File: src/rtl/hub75_pkg.sv
// hub75_pkg
//   Shared definitions for the HUB75 BCM scheduler:
//   - one-hot FSM state encodings and the state enum built from them
//   - HUB75 connector pin-order constants (bit positions in a packed pin bus)
//   - width helper used to size the on-period timer
//   Optional feature macro: HUB75_BCM_BRIGHTNESS_EN (uses BRIGHT_W).
package hub75_pkg;

    localparam int ST_W = 6;

    localparam logic [ST_W-1:0] ST_IDLE_OH    = 6'b000001;
    localparam logic [ST_W-1:0] ST_SHIFT_OH   = 6'b000010;
    localparam logic [ST_W-1:0] ST_BLANK_OH   = 6'b000100;
    localparam logic [ST_W-1:0] ST_LATCH_OH   = 6'b001000;
    localparam logic [ST_W-1:0] ST_UNLATCH_OH = 6'b010000;
    localparam logic [ST_W-1:0] ST_UNBLANK_OH = 6'b100000;

    typedef enum logic [ST_W-1:0] {
        S_IDLE    = ST_IDLE_OH,
        S_SHIFT   = ST_SHIFT_OH,
        S_BLANK   = ST_BLANK_OH,
        S_LATCH   = ST_LATCH_OH,
        S_UNLATCH = ST_UNLATCH_OH,
        S_UNBLANK = ST_UNBLANK_OH
    } state_e;

    // HUB75 connector signal order within a packed pin bus
    localparam int HUB75_PIN_R1  = 0;
    localparam int HUB75_PIN_G1  = 1;
    localparam int HUB75_PIN_B1  = 2;
    localparam int HUB75_PIN_R2  = 3;
    localparam int HUB75_PIN_G2  = 4;
    localparam int HUB75_PIN_B2  = 5;
    localparam int HUB75_PIN_A   = 6;
    localparam int HUB75_PIN_B   = 7;
    localparam int HUB75_PIN_C   = 8;
    localparam int HUB75_PIN_D   = 9;
    localparam int HUB75_PIN_E   = 10;
    localparam int HUB75_PIN_CLK = 11;
    localparam int HUB75_PIN_LAT = 12;
    localparam int HUB75_PIN_OE  = 13;

    // brightness is a fraction of 256
    localparam int BRIGHT_W = 8;

    function automatic int hub75_clog2(input int value);
        int w;
        w = 0;
        while ((1 << w) < value) begin
            w = w + 1;
        end
        return w;
    endfunction

endpackage

File: src/rtl/hub75_on_timer.sv
// hub75_on_timer
//   Loadable down-counter timing one bitplane's on-period.
//   Ports:
//     clk, reset_n    clock, synchronous active-low reset
//     load, load_val  load the full plane period (cycles)
//     brightness      [HUB75_BCM_BRIGHTNESS_EN only] fraction of the period lit
//     timer_zero      full plane period has elapsed
//     lit_expire      1-cycle pulse: last lit cycle, panel must go dark next
//     lit_empty       combinational: the value being loaded gives no lit time
//   Optional feature macro: HUB75_BCM_BRIGHTNESS_EN adds a second counter that
//   ends the lit window at (period*(brightness+1))>>8 while the period runs on.
module hub75_on_timer
    import hub75_pkg::*;
#(
    parameter int TMR_W = 10
) (
    input  logic             clk,
    input  logic             reset_n,
    input  logic             load,
    input  logic [TMR_W-1:0] load_val,
`ifdef HUB75_BCM_BRIGHTNESS_EN
    input  logic [7:0]       brightness,
`endif
    output logic             timer_zero,
    output logic             lit_expire,
    output logic             lit_empty
);

    logic [TMR_W-1:0] timer_q, timer_d;

    always_comb begin
        timer_d = timer_q;
        if (load) begin
            timer_d = load_val;
        end else if (timer_q != '0) begin
            timer_d = timer_q - TMR_W'(1);
        end
    end

    always_ff @(posedge clk) begin
        if (!reset_n) begin
            timer_q <= '0;
        end else begin
            timer_q <= timer_d;
        end
    end

    assign timer_zero = (timer_q == '0);

`ifdef HUB75_BCM_BRIGHTNESS_EN
    // period * 256 always fits in TMR_W+8 bits because period <= 2**(TMR_W-1)
    logic [BRIGHT_W:0]         lit_mul;
    logic [TMR_W+BRIGHT_W-1:0] lit_prod;
    logic [TMR_W-1:0]          lit_len;
    logic [TMR_W-1:0]          lit_q, lit_d;

    assign lit_mul  = {1'b0, brightness} + 9'd1;
    assign lit_prod = {{BRIGHT_W{1'b0}}, load_val} * {{(TMR_W-1){1'b0}}, lit_mul};
    assign lit_len  = TMR_W'(lit_prod >> BRIGHT_W);

    always_comb begin
        lit_d = lit_q;
        if (load) begin
            lit_d = lit_len;
        end else if (lit_q != '0) begin
            lit_d = lit_q - TMR_W'(1);
        end
    end

    always_ff @(posedge clk) begin
        if (!reset_n) begin
            lit_q <= '0;
        end else begin
            lit_q <= lit_d;
        end
    end

    assign lit_expire = (lit_q == TMR_W'(1));
    assign lit_empty  = (lit_len == '0);
`else
    assign lit_expire = (timer_q == TMR_W'(1));
    assign lit_empty  = (load_val == '0);
`endif

endmodule

File: src/rtl/hub75_bcm_scheduler.sv
// hub75_bcm_scheduler
//   Sequences one HUB75 panel for BCM greyscale: rows outer, bitplanes inner
//   (LSB first). Each plane is lit for BASE_ON<<plane cycles while the shifter
//   loads the next row/plane in the background.
//   Ports:
//     clk, reset_n            clk30, synchronous active-low reset
//     run                     enable, sampled only at a row/plane boundary
//     brightness              [HUB75_BCM_BRIGHTNESS_EN only] lit fraction /256
//     shift_req/_row/_plane   request to the shifter, held until shift_done
//     shift_done              1-cycle completion pulse from the shifter
//     led_addr/blank/latch    panel address, OE (1 = dark), LAT
//     frame_start             pulse when row 0 / plane 0 is latched
//     frame_count             completed frames, wraps
//   Optional feature macro: HUB75_BCM_BRIGHTNESS_EN.
//
//   state     | meaning
//   S_IDLE    | stopped; on-timer may still be running out
//   S_SHIFT   | shift requested; wait for shift_done and end of on-period
//   S_BLANK   | panel dark, row address updated
//   S_LATCH   | LAT high, shifted data moves to output drivers
//   S_UNLATCH | LAT low
//   S_UNBLANK | panel lit, on-timer loaded, advance to next plane/row
module hub75_bcm_scheduler
    import hub75_pkg::*;
#(
    parameter int ROW_BITS = 5,
    parameter int PLANES   = 8,
    parameter int BASE_ON  = 4,
    parameter int TMR_W    = hub75_clog2(BASE_ON << (PLANES - 1)) + 1
) (
    input  logic                clk,
    input  logic                reset_n,
    input  logic                run,
`ifdef HUB75_BCM_BRIGHTNESS_EN
    input  logic [7:0]          brightness,
`endif
    output logic                shift_req,
    output logic [ROW_BITS-1:0] shift_row,
    output logic [2:0]          shift_plane,
    input  logic                shift_done,
    output logic [ROW_BITS-1:0] led_addr,
    output logic                led_blank,
    output logic                led_latch,
    output logic                frame_start,
    output logic [15:0]         frame_count
);

    localparam logic [2:0]          PLANE_LAST = 3'(PLANES - 1);
    localparam logic [ROW_BITS-1:0] ROW_LAST   = {ROW_BITS{1'b1}};

    state_e              state_q, state_d;
    logic                done_seen_q, done_seen_d;
    logic [ROW_BITS-1:0] shift_row_q, shift_row_d;
    logic [2:0]          shift_plane_q, shift_plane_d;
    logic [2:0]          latched_plane_q, latched_plane_d;
    logic [ROW_BITS-1:0] led_addr_q, led_addr_d;
    logic                led_blank_q, led_blank_d;
    logic                led_latch_q, led_latch_d;
    logic                frame_start_q, frame_start_d;
    logic [15:0]         frame_count_q, frame_count_d;

    logic                tmr_load;
    logic [TMR_W-1:0]    tmr_load_val;
    logic                tmr_zero;
    logic                lit_expire;
    logic                lit_empty;

    assign tmr_load_val = TMR_W'(BASE_ON) << latched_plane_q;

    hub75_on_timer #(
        .TMR_W (TMR_W)
    ) u_on_timer (
        .clk        (clk),
        .reset_n    (reset_n),
        .load       (tmr_load),
        .load_val   (tmr_load_val),
`ifdef HUB75_BCM_BRIGHTNESS_EN
        .brightness (brightness),
`endif
        .timer_zero (tmr_zero),
        .lit_expire (lit_expire),
        .lit_empty  (lit_empty)
    );

    always_comb begin
        state_d         = state_q;
        done_seen_d     = 1'b0;
        shift_row_d     = shift_row_q;
        shift_plane_d   = shift_plane_q;
        latched_plane_d = latched_plane_q;
        led_addr_d      = led_addr_q;
        led_blank_d     = led_blank_q;
        led_latch_d     = led_latch_q;
        frame_start_d   = 1'b0;
        frame_count_d   = frame_count_q;
        tmr_load        = 1'b0;

        // end of lit window goes dark regardless of state, including S_IDLE
        if (lit_expire) begin
            led_blank_d = 1'b1;
        end

        case (state_q)
            S_IDLE: begin
                if (run) begin
                    state_d = S_SHIFT;
                end
            end
            S_SHIFT: begin
                // done may arrive long before the on-period ends; remember it
                done_seen_d = done_seen_q | shift_done;
                if ((done_seen_q || shift_done) && tmr_zero) begin
                    done_seen_d = 1'b0;
                    state_d     = S_BLANK;
                end
            end
            S_BLANK: begin
                led_blank_d = 1'b1;
                led_addr_d  = shift_row_q;
                state_d     = S_LATCH;
            end
            S_LATCH: begin
                led_latch_d     = 1'b1;
                latched_plane_d = shift_plane_q;
                frame_start_d   = (shift_row_q == '0) && (shift_plane_q == 3'd0);
                state_d         = S_UNLATCH;
            end
            S_UNLATCH: begin
                led_latch_d = 1'b0;
                state_d     = S_UNBLANK;
            end
            S_UNBLANK: begin
                led_blank_d = lit_empty;
                tmr_load    = 1'b1;
                if (shift_plane_q == PLANE_LAST) begin
                    shift_plane_d = 3'd0;
                    shift_row_d   = shift_row_q + ROW_BITS'(1);
                    if (shift_row_q == ROW_LAST) begin
                        frame_count_d = frame_count_q + 16'd1;
                    end
                end else begin
                    shift_plane_d = shift_plane_q + 3'd1;
                end
                state_d = run ? S_SHIFT : S_IDLE;
            end
            default: begin
                state_d = S_IDLE;
            end
        endcase
    end

    always_ff @(posedge clk) begin
        if (!reset_n) begin
            state_q         <= S_IDLE;
            done_seen_q     <= 1'b0;
            shift_row_q     <= '0;
            shift_plane_q   <= 3'd0;
            latched_plane_q <= 3'd0;
            led_addr_q      <= '0;
            led_blank_q     <= 1'b1;
            led_latch_q     <= 1'b0;
            frame_start_q   <= 1'b0;
            frame_count_q   <= 16'd0;
        end else begin
            state_q         <= state_d;
            done_seen_q     <= done_seen_d;
            shift_row_q     <= shift_row_d;
            shift_plane_q   <= shift_plane_d;
            latched_plane_q <= latched_plane_d;
            led_addr_q      <= led_addr_d;
            led_blank_q     <= led_blank_d;
            led_latch_q     <= led_latch_d;
            frame_start_q   <= frame_start_d;
            frame_count_q   <= frame_count_d;
        end
    end

    // request drops the cycle after shift_done is captured
    assign shift_req   = (state_q == S_SHIFT) && !done_seen_q;
    assign shift_row   = shift_row_q;
    assign shift_plane = shift_plane_q;
    assign led_addr    = led_addr_q;
    assign led_blank   = led_blank_q;
    assign led_latch   = led_latch_q;
    assign frame_start = frame_start_q;
    assign frame_count = frame_count_q;

endmodule

File: config.mk
export PLATFORM = sky130hd
export DESIGN_NAME = hub75_bcm_scheduler
export DESIGN_NICKNAME = d
export VERILOG_FILES = /design/src/rtl/hub75_pkg.sv /design/src/rtl/hub75_on_timer.sv /design/src/rtl/hub75_bcm_scheduler.sv
export SDC_FILE = /design/constraint.sdc
export NUM_CORES = 1
export LEC_CHECK = 0
export ABC_AREA = 1
export BUFFER_PORTS_ARGS = -buffer_cell sky130_fd_sc_hd__buf_4
export CELL_PAD_IN_SITES_DETAIL_PLACEMENT = 0
export CELL_PAD_IN_SITES_GLOBAL_PLACEMENT = 1
export CORE_ASPECT_RATIO = 0.7
export CORE_MARGIN = 2
export CORE_UTILIZATION = 41
export CTS_CLUSTER_DIAMETER = 60
export DETAILED_ROUTE_END_ITERATION = 8
export PLACE_DENSITY_LB_ADDON = 0.12
export SLEW_MARGIN = 20
export SYNTH_ARGS = -nofsm -noshare
export SYNTH_HDL_FRONTEND = slang
export SYNTH_SLANG_ARGS = --single-unit
File: constraint.sdc
create_clock -name clk -period 2.2 [get_ports clk]
set_clock_uncertainty 0.15 [all_clocks]
set_input_delay 0.11 -clock clk [delete_from_list [all_inputs] [get_ports clk]]
set_output_delay 0.11 -clock clk [all_outputs]
set_load 0.02 [all_outputs]
==> results.rst, run 1 <==
.. list-table::
   :header-rows: 1

   * - Metric
     - Value
   * - Initial antenna violation count
     - 0
   * - Cell type with the highest occurrence count on the critical path
     - inv_1
   * - Classification of the worst setup path
     - reg -> reg
   * - CTS buffer count
     - 5
   * - Reg-to-reg setup timing slack
     - 350 ps
   * - Capture point of the worst reg-to-reg path
     - frame_count[15]$_SDFFE_PN0P_
   * - Initial Utilization
     - 0.423
   * - Final total negative setup slack
     - 0 ps
   * - Fin. Hold Viols
     - 0
   * - Starting DRC count in detailed routing
     - 110
   * - Cell with the biggest individual delay on the critical path
     - dfxtp_1
   * - Cell leakage power
     - 1.34 nW
   * - Maximum operating frequency
     - 0.539 GHz
   * - Combinational family with the most area after synthesis
     - simple AND/OR/NAND/NOR gates
   * - GRT Resource Usage Total
     - 0.182
   * - Worst max-slew margin expressed relative to the limit
     - 0.641
   * - Final antenna-violating net count
     - 0
   * - Total iterations of the first detailed-routing run
     - 4
   * - Clock insertion delay at the later pin of the skew report
     - 300 ps
   * - Via-per-instance ratio
     - 4.96
   * - Worst path cell trace
     - ha_1 > inv_1 > nor3_1 > ha_1 > inv_1 > nor2_8 > nand3_1 > nand2_1 > inv_1 > nor2_1
   * - Root buffer cell
     - clkbuf_8
   * - Maximum number of pins on one net before global-route repair
     - 32
   * - Number of flip-flops and latches in the synthesized netlist
     - 52
   * - Share of the core filled with cells in the final layout
     - 0.499
   * - Final wirelength
     - 6.25 mm
   * - Number of levels in the clock H-tree
     - 2
   * - Top_reg_cell synth
     - dfxtp_1
   * - CP peak stage delay
     - slightly below 400 ps
   * - Power per cell area
     - 816 nW/um^2
   * - Unrepaired setup endpoints after global routing
     - false
   * - Minimum clock period after layout
     - 1850 ps
   * - Worst path required time
     - 2300 ps
   * - Hold EP
     - done_seen_q$_SDFF_PP0_
   * - Maximum buffer depth of the clock tree
     - 2
   * - Met2 routing resource usage after global routing
     - 0.228
   * - Count of port buffers added during placement
     - 36
   * - CTS tree
     - yes
   * - Proportion of register bits with asynchronous set or reset after synthesis
     - 0
   * - Portion of netlist area occupied by mux cells
     - 0
   * - DIE HEIGHT
     - slightly above 70 microns
   * - First-pass GRT wire length
     - 10.4 mm
   * - Final Total Pwr
     - 0.00253 W
   * - R2r startpoint
     - shift_row[0]$_SDFFE_PN0P_
   * - Synth Net Count
     - 385
   * - Most frequent standard cell in the layout excluding fill and tap cells
     - nand2_1
   * - Share of cells above drive strength 1
     - 0.173
   * - Core region area
     - 6220 sq um
   * - Largest delay share family, worst path
     - simple AND/OR/NAND/NOR gates
   * - Final Cycle Share
     - 0.843
   * - Count of antenna diodes in the layout
     - 0
   * - Yosys warning total
     - 0
   * - Global-route met1 utilization
     - 0.308
   * - Maximum fanout encountered on the critical timing path
     - 19
   * - # IOs
     - 37
   * - Number of cells on the worst reg-to-reg path
     - 10
   * - # setup viols final
     - 0
   * - Total Die Area
     - 7070 sq um
   * - Syn Area/Cell
     - 7.06 sq um
   * - Hold WS
     - 2.55 ps
   * - Number of fill cells in the layout
     - approximately 650
   * - Number of cells on the worst hold path
     - 4
   * - Synthesized cell area
     - 2630 sq um
   * - Vias after detailed routing
     - 2423
   * - Placer Congestion
     - 0.799
   * - Drt drc
     - 0
   * - Xor and xnor area share after synthesis
     - 0.0100
   * - Final #Nets
     - 423
   * - Number of global-route vias before repair
     - roughly 2100
   * - Die width
     - 99.7 microns
   * - Detail Placement HPWL
     - 4.66 mm
   * - Met3 track demand over resource
     - 0.0455
   * - Synthesized instance count
     - 372
   * - Buffers & Inverters on Critical Path
     - 3
   * - Busiest grt layer
     - met1
   * - Share of synthesized area occupied by flip-flops and latches
     - 0.396
   * - Post-CTS setup repair buffer count
     - 0
   * - Worst path arrival time
     - 1950 ps
   * - Synth cell types
     - 33
   * - Transition time at the pin with the least slew margin
     - 539 ps
   * - Post-Synth Simple-Gate Area
     - 0.332
   * - Outcome
     - completed
   * - Highest-count cells in the layout ignoring fill and taps
     - 69 x nand2_1, 52 x dfxtp_1, 50 x nor2_1
   * - Adder-Cell Fraction of Synth Area
     - 0.0429
   * - Synth-to-Final Area Change
     - 18.1%
   * - Max-cap violation count
     - 0
   * - Number of sinks driven by the clock tree
     - 52
   * - Clk slew on worst S/H paths
     - 90 ps
   * - Routed WL per cell
     - 12.8 microns
   * - Largest voltage drop on the vdd net
     - 0.419 mV
   * - Worst Hold Launch
     - shift_done
   * - Area fraction in compound gates after synthesis
     - 0.131
   * - Setup crit end kind
     - register
   * - Total global routing overflow
     - 0
   * - Nature of the critical path startpoint
     - register
   * - Number of rows created at floorplan
     - 24
   * - Class of the most critical hold timing path
     - in -> reg
   * - Count of final max-slew check failures
     - 0
   * - Post-synth EDFFs
     - 0
## cells by family after synthesis
| kind of cell | count (synthesis) |
|---|---|
| AND/OR/NAND/NOR | 187 |
| XOR/XNOR | 3 |
| AO/OA/AOI/OAI | 64 |
| flip-flops | 52 |
| adder cells (fa/ha/maj) | 9 |
| buffers and inverters | 57 |
## timing repair
item | 4_1_cts | 5_1_grt
gates resized for setup | 0 | 0
endpoints found under the hold margin | 1 | 0
hold buffers | 1 | 0
endpoints found under the setup margin | 0 | 0
## synth_stat cells, types with 4 or more instances
library cell	number	area, sq um
o21ai_0	16	80.1
nand4_1	14	87.6
nand2_1	69	259
nor2_1	50	188
nand3_1	23	115
buf_2	4	20.0
a21oi_1	34	170
nor3_1	8	40.0
dfxtp_1	52	1040
nand2_2	4	25.0
nor2_2	8	50.1
o21ai_1	7	35.0
inv_1	45	169
ha_1	9	113
## metal layers
layer / vias up / routed length (microns)
li1: 1294 / -
met1: 1070 / 3640
met2: 55 / 2190
met3: 4 / 397
met4: 0 / 29
met5: - / 0
## cell type report
type / count / area [sq um] / area share
clock inverters: 1 / 30.0 / 0.00967
flip-flops and latches: 52 / 1040 / 0.335
inverters: 48 / 180 / 0.0580
multi-input cells: 263 / 1360 / 0.437
well taps: 78 / 97.6 / 0.0314
clock buffers: 7 / 96.3 / 0.0310
repair buffers: 40 / 303 / 0.0975
## metrics by stage
step	instance area [sq um]	setup slack (ps)	instances
finish	3100	345	489
global route	3100	184	489
CTS	3100	332	489
detailed placement	2970	353	480
global placement	2970	411	480
floorplan	2630	416	372
## state kept, by name, summed over array words and instances (netlist names)
signal and flops:
led_addr 5, shift_row 5, frame_count 16, led_blank 1, led_latch 1, done_seen_q 1
shift_plane 3, latched_plane_q 3, u_on_timer.timer_q 10, frame_start 1, state_q 6
## worst max path at each step
| stage | from | cells past startpoint | endpoint |
|---|---|---|---|
| 6_report | shift_row[0]$_SDFFE_PN0P_ | 10 | frame_count[15]$_SDFFE_PN0P_ |
| 5_1_grt | shift_row[0]$_SDFFE_PN0P_ | 9 | frame_count[8]$_SDFFE_PN0P_ |
| 4_1_cts | shift_row[0]$_SDFFE_PN0P_ | 10 | frame_count[15]$_SDFFE_PN0P_ |
| 3_5_place_dp | shift_row[0]$_SDFFE_PN0P_ | 10 | frame_count[15]$_SDFFE_PN0P_ |
| 3_3_place_gp | shift_row[1]$_SDFFE_PN0P_ | 10 | frame_count[15]$_SDFFE_PN0P_ |
| 2_1_floorplan | shift_row[1]$_SDFFE_PN0P_ | 9 | frame_count[6]$_SDFFE_PN0P_ |
## worst register-to-register path: stages, from the launching register on
cell and delay [ps]:
dfxtp_1 390, ha_1 190, inv_1 60, nor3_1 150, ha_1 190, inv_1 90
nor2_8 280, nand3_1 110, nand2_1 70, inv_1 30, nor2_1 80
## where the power goes
part	switching, W	internal (W)
registers	0.0000706	0.00103
clock network	0.000318	0.000402
logic	0.000462	0.000247
Note: power is estimated with default switching activity, not from simulation.
==> run 2, diff against run 1 <==
==> constraint.sdc (replaced) <==
create_clock -name clk -period 1.95 [get_ports clk]
set_clock_uncertainty 0.15 [all_clocks]
set_input_delay 0.0975 -clock clk [delete_from_list [all_inputs] [get_ports clk]]
set_output_delay 0.0975 -clock clk [all_outputs]
set_load 0.02 [all_outputs]
==> run 2 against run 1 <==
Against the previous run: first-iteration DRC count is 43% higher; die area stayed put; sequential share of layout area is 0.84 points lower; worst setup slack worse by 170 ps; cell count is 2.2% higher; register-to-register slack worse by 170 ps; non-clock buffer count is 11 higher; final area is 2.8% higher; global-route usage is 0.93 points higher; total power is 11% higher; wire length is 3.1% higher.
==> results.rst, run 2 (synthesis gave the netlist of run 1 again) <==
.. list-table::
   :header-rows: 1

   * - Metric
     - Value
   * - Initial Utilization
     - 0.423 (unchanged)
   * - Unrepaired setup endpoints after global routing
     - false
   * - Share of cells above drive strength 1
     - 0.194 (+0.0216)
   * - Starting DRC count in detailed routing
     - 157 (+43%)
   * - Initial antenna violation count
     - 0 (unchanged)
   * - Synth-to-Final Area Change
     - 21.5%
   * - Number of cells on the worst hold path
     - 2 (-2)
   * - Routed WL per cell
     - 12.9 microns (+0.83%)
   * - Drt drc
     - 0 (unchanged)
   * - Area taken by multi-input logic gates
     - 1360 sq um (unchanged)
   * - Highest-count cells in the layout ignoring fill and taps
     - 69 x nand2_1, 50 x nor2_1, 50 x dfxtp_1
   * - # setup viols final
     - 0 (unchanged)
   * - Number of global-route vias before repair
     - 2137 (+2.3%)
   * - Transition time at the pin with the least slew margin
     - 570 ps (+31.2 ps)
   * - Final Cycle Share
     - 0.911 (+0.0678)
   * - Number of fill cells in the layout
     - 623 (-4.6%)
   * - CTS tree
     - yes
   * - Final #Nets
     - 434 (+2.6%)
   * - Fin. Hold Viols
     - 0 (unchanged)
   * - Classification of the worst setup path
     - reg -> reg
   * - R2r startpoint
     - shift_plane[0]$_SDFFE_PN0P_
   * - Root buffer cell
     - clkbuf_8
   * - Clock insertion delay at the later pin of the skew report
     - 310 ps (about the same)
   * - Core region area
     - 6220 sq um (unchanged)
   * - DIE HEIGHT
     - 71.0 microns (unchanged)
   * - Final total negative setup slack
     - 0 ps (unchanged)
   * - Clk slew on worst S/H paths
     - 100 ps (about the same)
   * - Worst Hold Launch
     - led_blank$_SDFFE_PN1P_
   * - Number of cells on the worst reg-to-reg path
     - 8 (-2)
   * - Reg-to-reg setup timing slack
     - 170 ps (-170 ps)
   * - Power per cell area
     - 880 nW/um^2 (+7.9%)
   * - Via-per-instance ratio
     - 4.98 (+0.42%)
   * - GRT Resource Usage Total
     - 0.192 (+0.00932)
   * - Maximum operating frequency
     - 0.563 GHz (+4.4%)
   * - Capture point of the worst reg-to-reg path
     - frame_count[2]$_SDFFE_PN0P_
   * - Number of rows created at floorplan
     - 24 (unchanged)
   * - Outcome
     - completed
   * - Detail Placement HPWL
     - 4.87 mm (+4.5%)
   * - # IOs
     - 37 (unchanged)
   * - Placer Congestion
     - 0.825 (+3.3%)
   * - Total Die Area
     - 7070 sq um (unchanged)
   * - Largest register FFs
     - 16 (unchanged)
   * - Worst path required time
     - 2010 ps (-290 ps)
   * - Count of final max-slew check failures
     - 0 (unchanged)
   * - Final wirelength
     - 6.45 mm (+3.1%)
   * - Total global routing overflow
     - 0 (unchanged)
   * - Class of the most critical hold timing path
     - reg -> reg
   * - CTS buffer count
     - 5 (unchanged)
   * - Cell leakage power
     - 1.38 nW (+3.5%)
   * - Final Total Pwr
     - 0.00281 W (+11%)
   * - Vias after detailed routing
     - 2488 (+2.7%)
   * - Most frequent standard cell in the layout excluding fill and tap cells
     - nand2_1
   * - Maximum buffer depth of the clock tree
     - 2 (unchanged)
   * - Maximum number of pins on one net before global-route repair
     - 21 (-34%)
   * - Hold EP
     - led_blank$_SDFFE_PN1P_
   * - Max-cap violation count
     - 0 (unchanged)
   * - Worst path arrival time
     - 1830 ps (-120 ps)
   * - Count of port buffers added during placement
     - 36 (unchanged)
   * - Maximum fanout encountered on the critical timing path
     - 9 (-10)
   * - Number of sinks driven by the clock tree
     - 52 (unchanged)
   * - Number of levels in the clock H-tree
     - 2 (unchanged)
   * - Largest voltage drop on the vdd net
     - 0.332 mV (-21%)
   * - Minimum clock period after layout
     - 1780 ps (-78.7 ps)
   * - FF/Latch Area
     - 1040 sq um (+0.24%)
   * - Count of antenna diodes in the layout
     - 0 (unchanged)
   * - Total iterations of the first detailed-routing run
     - 4 (unchanged)
   * - First-pass GRT wire length
     - 10.8 mm (+4.3%)
   * - Nature of the critical path startpoint
     - register
   * - Die width
     - 99.7 microns (unchanged)
   * - Setup crit end kind
     - register
   * - Worst max-slew margin expressed relative to the limit
     - 0.620 (-0.0208)
   * - Final antenna-violating net count
     - 0 (unchanged)
==> run 2: cell types whose count changed in the layout (fill, tap and decap cells not counted) <==
| cell | change |
|---|---|
| clkinv_2 | +1 |
| clkbuf_8 | -2 |
| clkinvlp_4 | +1 |
| dlygate4sd3_1 | +2 |
| buf_12 | +1 |
| buf_4 | +8 |
| dfxtp_1 | -2 |
| dfxtp_2 | +2 |
==> run 2: what timing repair did <==
item,4_1_cts,5_1_grt
hold buffers,3,0
buffers inserted,0,3
resized for setup,0,2
setup endpoints to repair,0,13
endpoints found under the hold margin,12,0
==> run 2: routing by layer <==
layer / routed length [microns] / global-route usage / share of wire
met2: 2400 / 0.244 / 0.37
met3: 406 / 0.0395 / 0.063
met1: 3610 / 0.317 / 0.56
met5: 0 / 0 / 0
met4: 30 / 0.0502 / 0.0047
==> run 2: critical path, cell delays in order, from the launching register on <==
cell and delay (ps):
dfxtp_1 400, ha_1 170, ha_1 220, inv_1 80, nor2_2 140, nand2_1 110, buf_4 190, o21ai_1 160
a21oi_2 40
==> run 2: per-stage QoR <==
stage	instance area, sq um	worst slack [ps]	util	hold WS [ps]	std cells
after floorplan	2630	166	-	106	372
final	3190	174	0.513	335	500
after global placement	3010	193	0.485	231	486
after CTS	3150	76.1	0.507	332	497
after global routing	3190	30.9	0.513	361	500
after detailed placement	3010	103	0.485	225	486
==> run 2: area by class of cell <==
class | instances | share of cell area
Tap cell | 78 | 0.0306
Clock buffer | 5 | 0.0216
Multi-Input combinational cell | 263 | 0.425
Clock inverter | 3 | 0.0133
Timing Repair Buffer | 51 | 0.126
Inverter | 48 | 0.0564
Sequential cell | 52 | 0.327
==> run 2: power breakdown <==
group	switching (W)	internal (W)	total, W	leakage [nW]
clock	0.000376	0.000380	0.000756	0.0541
combinational	0.000525	0.000282	0.000806	0.907
sequential	0.0000799	0.00117	0.00125	0.422
==> run 2: worst max-delay path by stage <==
stage                                start                      endpoint  depth (start not counted)
2_1_floorplan    shift_row[1]$_SDFFE_PN0P_   frame_count[6]$_SDFFE_PN0P_                          9
3_3_place_gp     shift_row[0]$_SDFFE_PN0P_  frame_count[15]$_SDFFE_PN0P_                         10
3_5_place_dp     shift_row[0]$_SDFFE_PN0P_  frame_count[15]$_SDFFE_PN0P_                         10
4_1_cts          shift_row[0]$_SDFFE_PN0P_  frame_count[15]$_SDFFE_PN0P_                         10
5_1_grt        shift_plane[0]$_SDFFE_PN0P_  frame_count[10]$_SDFFE_PN0P_                          9
6_report       shift_plane[0]$_SDFFE_PN0P_   frame_count[2]$_SDFFE_PN0P_                          8
==> run 3, diff against run 2 <==
==> constraint.sdc (replaced) <==
create_clock -name clk -period 1.9 [get_ports clk]
set_clock_uncertainty 0.15 [all_clocks]
set_input_delay 0.095 -clock clk [delete_from_list [all_inputs] [get_ports clk]]
set_output_delay 0.095 -clock clk [all_outputs]
set_load 0.02 [all_outputs]
==> run 3 against run 2 <==
Against the previous run: sequential power hardly changed; wire length is 1.2% higher; register-to-register slack better by 20 ps; total power is 0.19% lower; final area is 1.4% higher.
==> results.rst, run 3 (synthesis gave the netlist of run 1 again) <==
.. list-table::
   :header-rows: 1

   * - Metric
     - Value
   * - Outcome
     - completed
   * - Total Die Area
     - 7070 sq um (unchanged)
   * - Total global routing overflow
     - 0 (unchanged)
   * - Number of global-route vias before repair
     - 2231 (+4.4%)
   * - P_int
     - 0.00178 W (-2.8%)
   * - CP peak stage delay
     - 420 ps (+20 ps)
   * - Highest-count cells in the layout ignoring fill and taps
     - 69 x nand2_1, 55 x buf_4, 51 x dfxtp_1
   * - # setup viols final
     - 0 (unchanged)
   * - Placer Congestion
     - 0.782 (-5.1%)
   * - Clock insertion delay at the later pin of the skew report
     - 310 ps (about the same)
   * - Cell with the biggest individual delay on the critical path
     - dfxtp_1
   * - Classification of the worst setup path
     - reg -> reg
   * - R2r startpoint
     - frame_count[2]$_SDFFE_PN0P_
   * - Final #Nets
     - 442 (+1.8%)
   * - Origin of the worst setup path
     - frame_count[2]$_SDFFE_PN0P_
   * - Share of cells above drive strength 1
     - 0.207 (+0.0127)
   * - CTS tree
     - yes
   * - First-pass GRT wire length
     - 10.8 mm (+0.13%)
   * - Buffers & Inverters on Critical Path
     - 1 (-1)
   * - Hold WS
     - 332 ps (-3.83 ps)
   * - Combinational share of power
     - 0.313 (+0.026)
   * - Synth-to-Final Area Change
     - 23.2%
   * - Drt drc
     - 0 (unchanged)
   * - Count of final max-slew check failures
     - 0 (unchanged)
   * - Detail Placement HPWL
     - 4.95 mm (+1.7%)
   * - Maximum fanout encountered on the critical timing path
     - 6 (-3)
   * - Most frequent standard cell in the layout excluding fill and tap cells
     - nand2_1
   * - Nature of the critical path startpoint
     - register
   * - Final Cycle Share
     - 0.897 (-0.0142)
   * - Largest voltage drop on the vdd net
     - 0.340 mV (+2.5%)
   * - Maximum buffer depth of the clock tree
     - 2 (unchanged)
   * - Worst Hold Launch
     - led_blank$_SDFFE_PN1P_
   * - Initial Utilization
     - 0.423 (unchanged)
   * - Switching pwr
     - 0.00103 W (+4.7%)
   * - Largest delay share family, worst path
     - simple AND/OR/NAND/NOR gates
   * - Core region area
     - 6220 sq um (unchanged)
   * - Routed WL per cell
     - 12.8 microns (-0.40%)
   * - Number of cells on the critical path
     - 8 (unchanged)
   * - DIE HEIGHT
     - 71.0 microns (unchanged)
   * - Transition time at the pin with the least slew margin
     - 536 ps (-33.5 ps)
   * - Final total negative setup slack
     - 0 ps (unchanged)
   * - Maximum operating frequency
     - 0.587 GHz (+4.3%)
   * - Number of cells on the worst reg-to-reg path
     - 8 (unchanged)
   * - Power per cell area
     - 866 nW/um^2 (-1.6%)
   * - Count of antenna diodes in the layout
     - 0 (unchanged)
   * - Vias after detailed routing
     - 2479 (-0.36%)
   * - Maximum number of pins on one net before global-route repair
     - 20 (-4.8%)
   * - Clk slew on worst S/H paths
     - 100 ps (about the same)
   * - Initial antenna violation count
     - 0 (unchanged)
   * - Switching share of total power
     - 0.366 (+0.0172)
   * - GRT Resource Usage Total
     - 0.190 (-0.00137)
   * - Worst max-slew margin expressed relative to the limit
     - 0.642 (+0.0223)
   * - Fin. Hold Viols
     - 0 (unchanged)
   * - Cell leakage power
     - 1.41 nW (+1.9%)
   * - Via-per-instance ratio
     - 4.88 (-1.9%)
   * - Number of sinks driven by the clock tree
     - 52 (unchanged)
   * - Total iterations of the first detailed-routing run
     - 4 (unchanged)
   * - CTS buffer count
     - 5 (unchanged)
   * - Count of port buffers added during placement
     - 36 (unchanged)
   * - Number of rows created at floorplan
     - 24 (unchanged)
   * - Root buffer cell
     - clkbuf_8
   * - Unrepaired setup endpoints after global routing
     - false
   * - Reg-to-reg setup timing slack
     - 200 ps (+20 ps)
   * - Capture point of the worst reg-to-reg path
     - frame_count[15]$_SDFFE_PN0P_
   * - # IOs
     - 37 (unchanged)
   * - Worst path cell trace
     - nand3_1 > nor2_2 > nand2_1 > nor2_1 > nand3_1 > nand2_1 > inv_1 > nor2_1
   * - Class of the most critical hold timing path
     - reg -> reg
   * - Final antenna-violating net count
     - 0 (unchanged)
   * - Proportion of power drawn by flip-flops and latches
     - 0.454 (+0.010)
   * - Max-cap violation count
     - 0 (unchanged)
   * - Worst path required time
     - 2000 ps (about the same)
   * - Worst path arrival time
     - 1810 ps (-20 ps)
   * - Largest register FFs
     - 16 (unchanged)
   * - Setup crit end
     - frame_count[15]$_SDFFE_PN0P_
   * - Final wirelength
     - 6.53 mm (+1.2%)
   * - Die width
     - 99.7 microns (unchanged)
   * - Starting DRC count in detailed routing
     - 157 (unchanged)
   * - Setup crit end kind
     - register
   * - Fraction of power consumed by the clock network
     - 0.233 (-0.036)
   * - Number of levels in the clock H-tree
     - 2 (unchanged)
   * - Minimum clock period after layout
     - 1700 ps (-72.6 ps)
==> run 3: stage by stage <==
stage               setup WS, ps  instances  area (sq um)  power [W]   util
floorplan                    116        372          2630    0.00192      -
global placement             139        493          3070    0.00213  0.493
detailed placement           139        493          3070    0.00214  0.493
CTS                          110        504          3190    0.00280  0.513
global route                15.7        508          3240    0.00300  0.521
finish                       196        508          3240    0.00280  0.521
==> run 3: per-layer routing <==
layer	track usage	wire, microns	vias up
met1	0.302	3780	1107
met2	0.261	2460	45
met4	0.0472	30	0
li1	-	-	1325
met5	0	0	-
met3	0.0375	257	2
==> run 3: how the worst min path moves through the flow <==
stage / endpoint / slack (ps) / cells after the start
after detailed placement: led_blank$_SDFFE_PN1P_ / 240 / 2
after global placement: led_blank$_SDFFE_PN1P_ / 230 / 2
final: led_blank$_SDFFE_PN1P_ / 330 / 2
after global routing: u_on_timer.timer_q[7]$_SDFFE_PN0P_ / 360 / 2
after CTS: led_blank$_SDFFE_PN1P_ / 330 / 2
after floorplan: frame_start$_SDFF_PN0_ / 100 / 2
==> run 3: worst reg2reg max path, stage by stage, from the launching register on <==
cell     delay [ps]
dfxtp_1         420
nand3_1         220
nor2_2          300
nand2_1         130
nor2_1          160
nand3_1         100
nand2_1          70
inv_1            30
nor2_1           80
==> run 3: timing repair <==
item | CTS | global route
gates resized for setup | 0 | 2
setup endpoints to repair | 0 | 9
buffers inserted | 0 | 4
hold endpoints to repair | 13 | 0
hold buffers | 3 | 0
==> run 3: power by group through the flow <==
stage,sequential [W],combinational [W],clock [W]
global placement,0.00130,0.000836,0
floorplan,0.00128,0.000637,0
detailed placement,0.00130,0.000837,0
CTS,0.00127,0.000847,0.000679
finish,0.00127,0.000876,0.000653
global route,0.00129,0.00101,0.000704
==> run 3: final cells by class <==
type	instances	area, sq um
fillers	614	2980
multi-input cells	263	1360
flip-flops and latches	52	1040
repair buffers	59	463
inverters	48	180
well taps	78	97.6
clock buffers	5	68.8
clock inverters	3	23.8
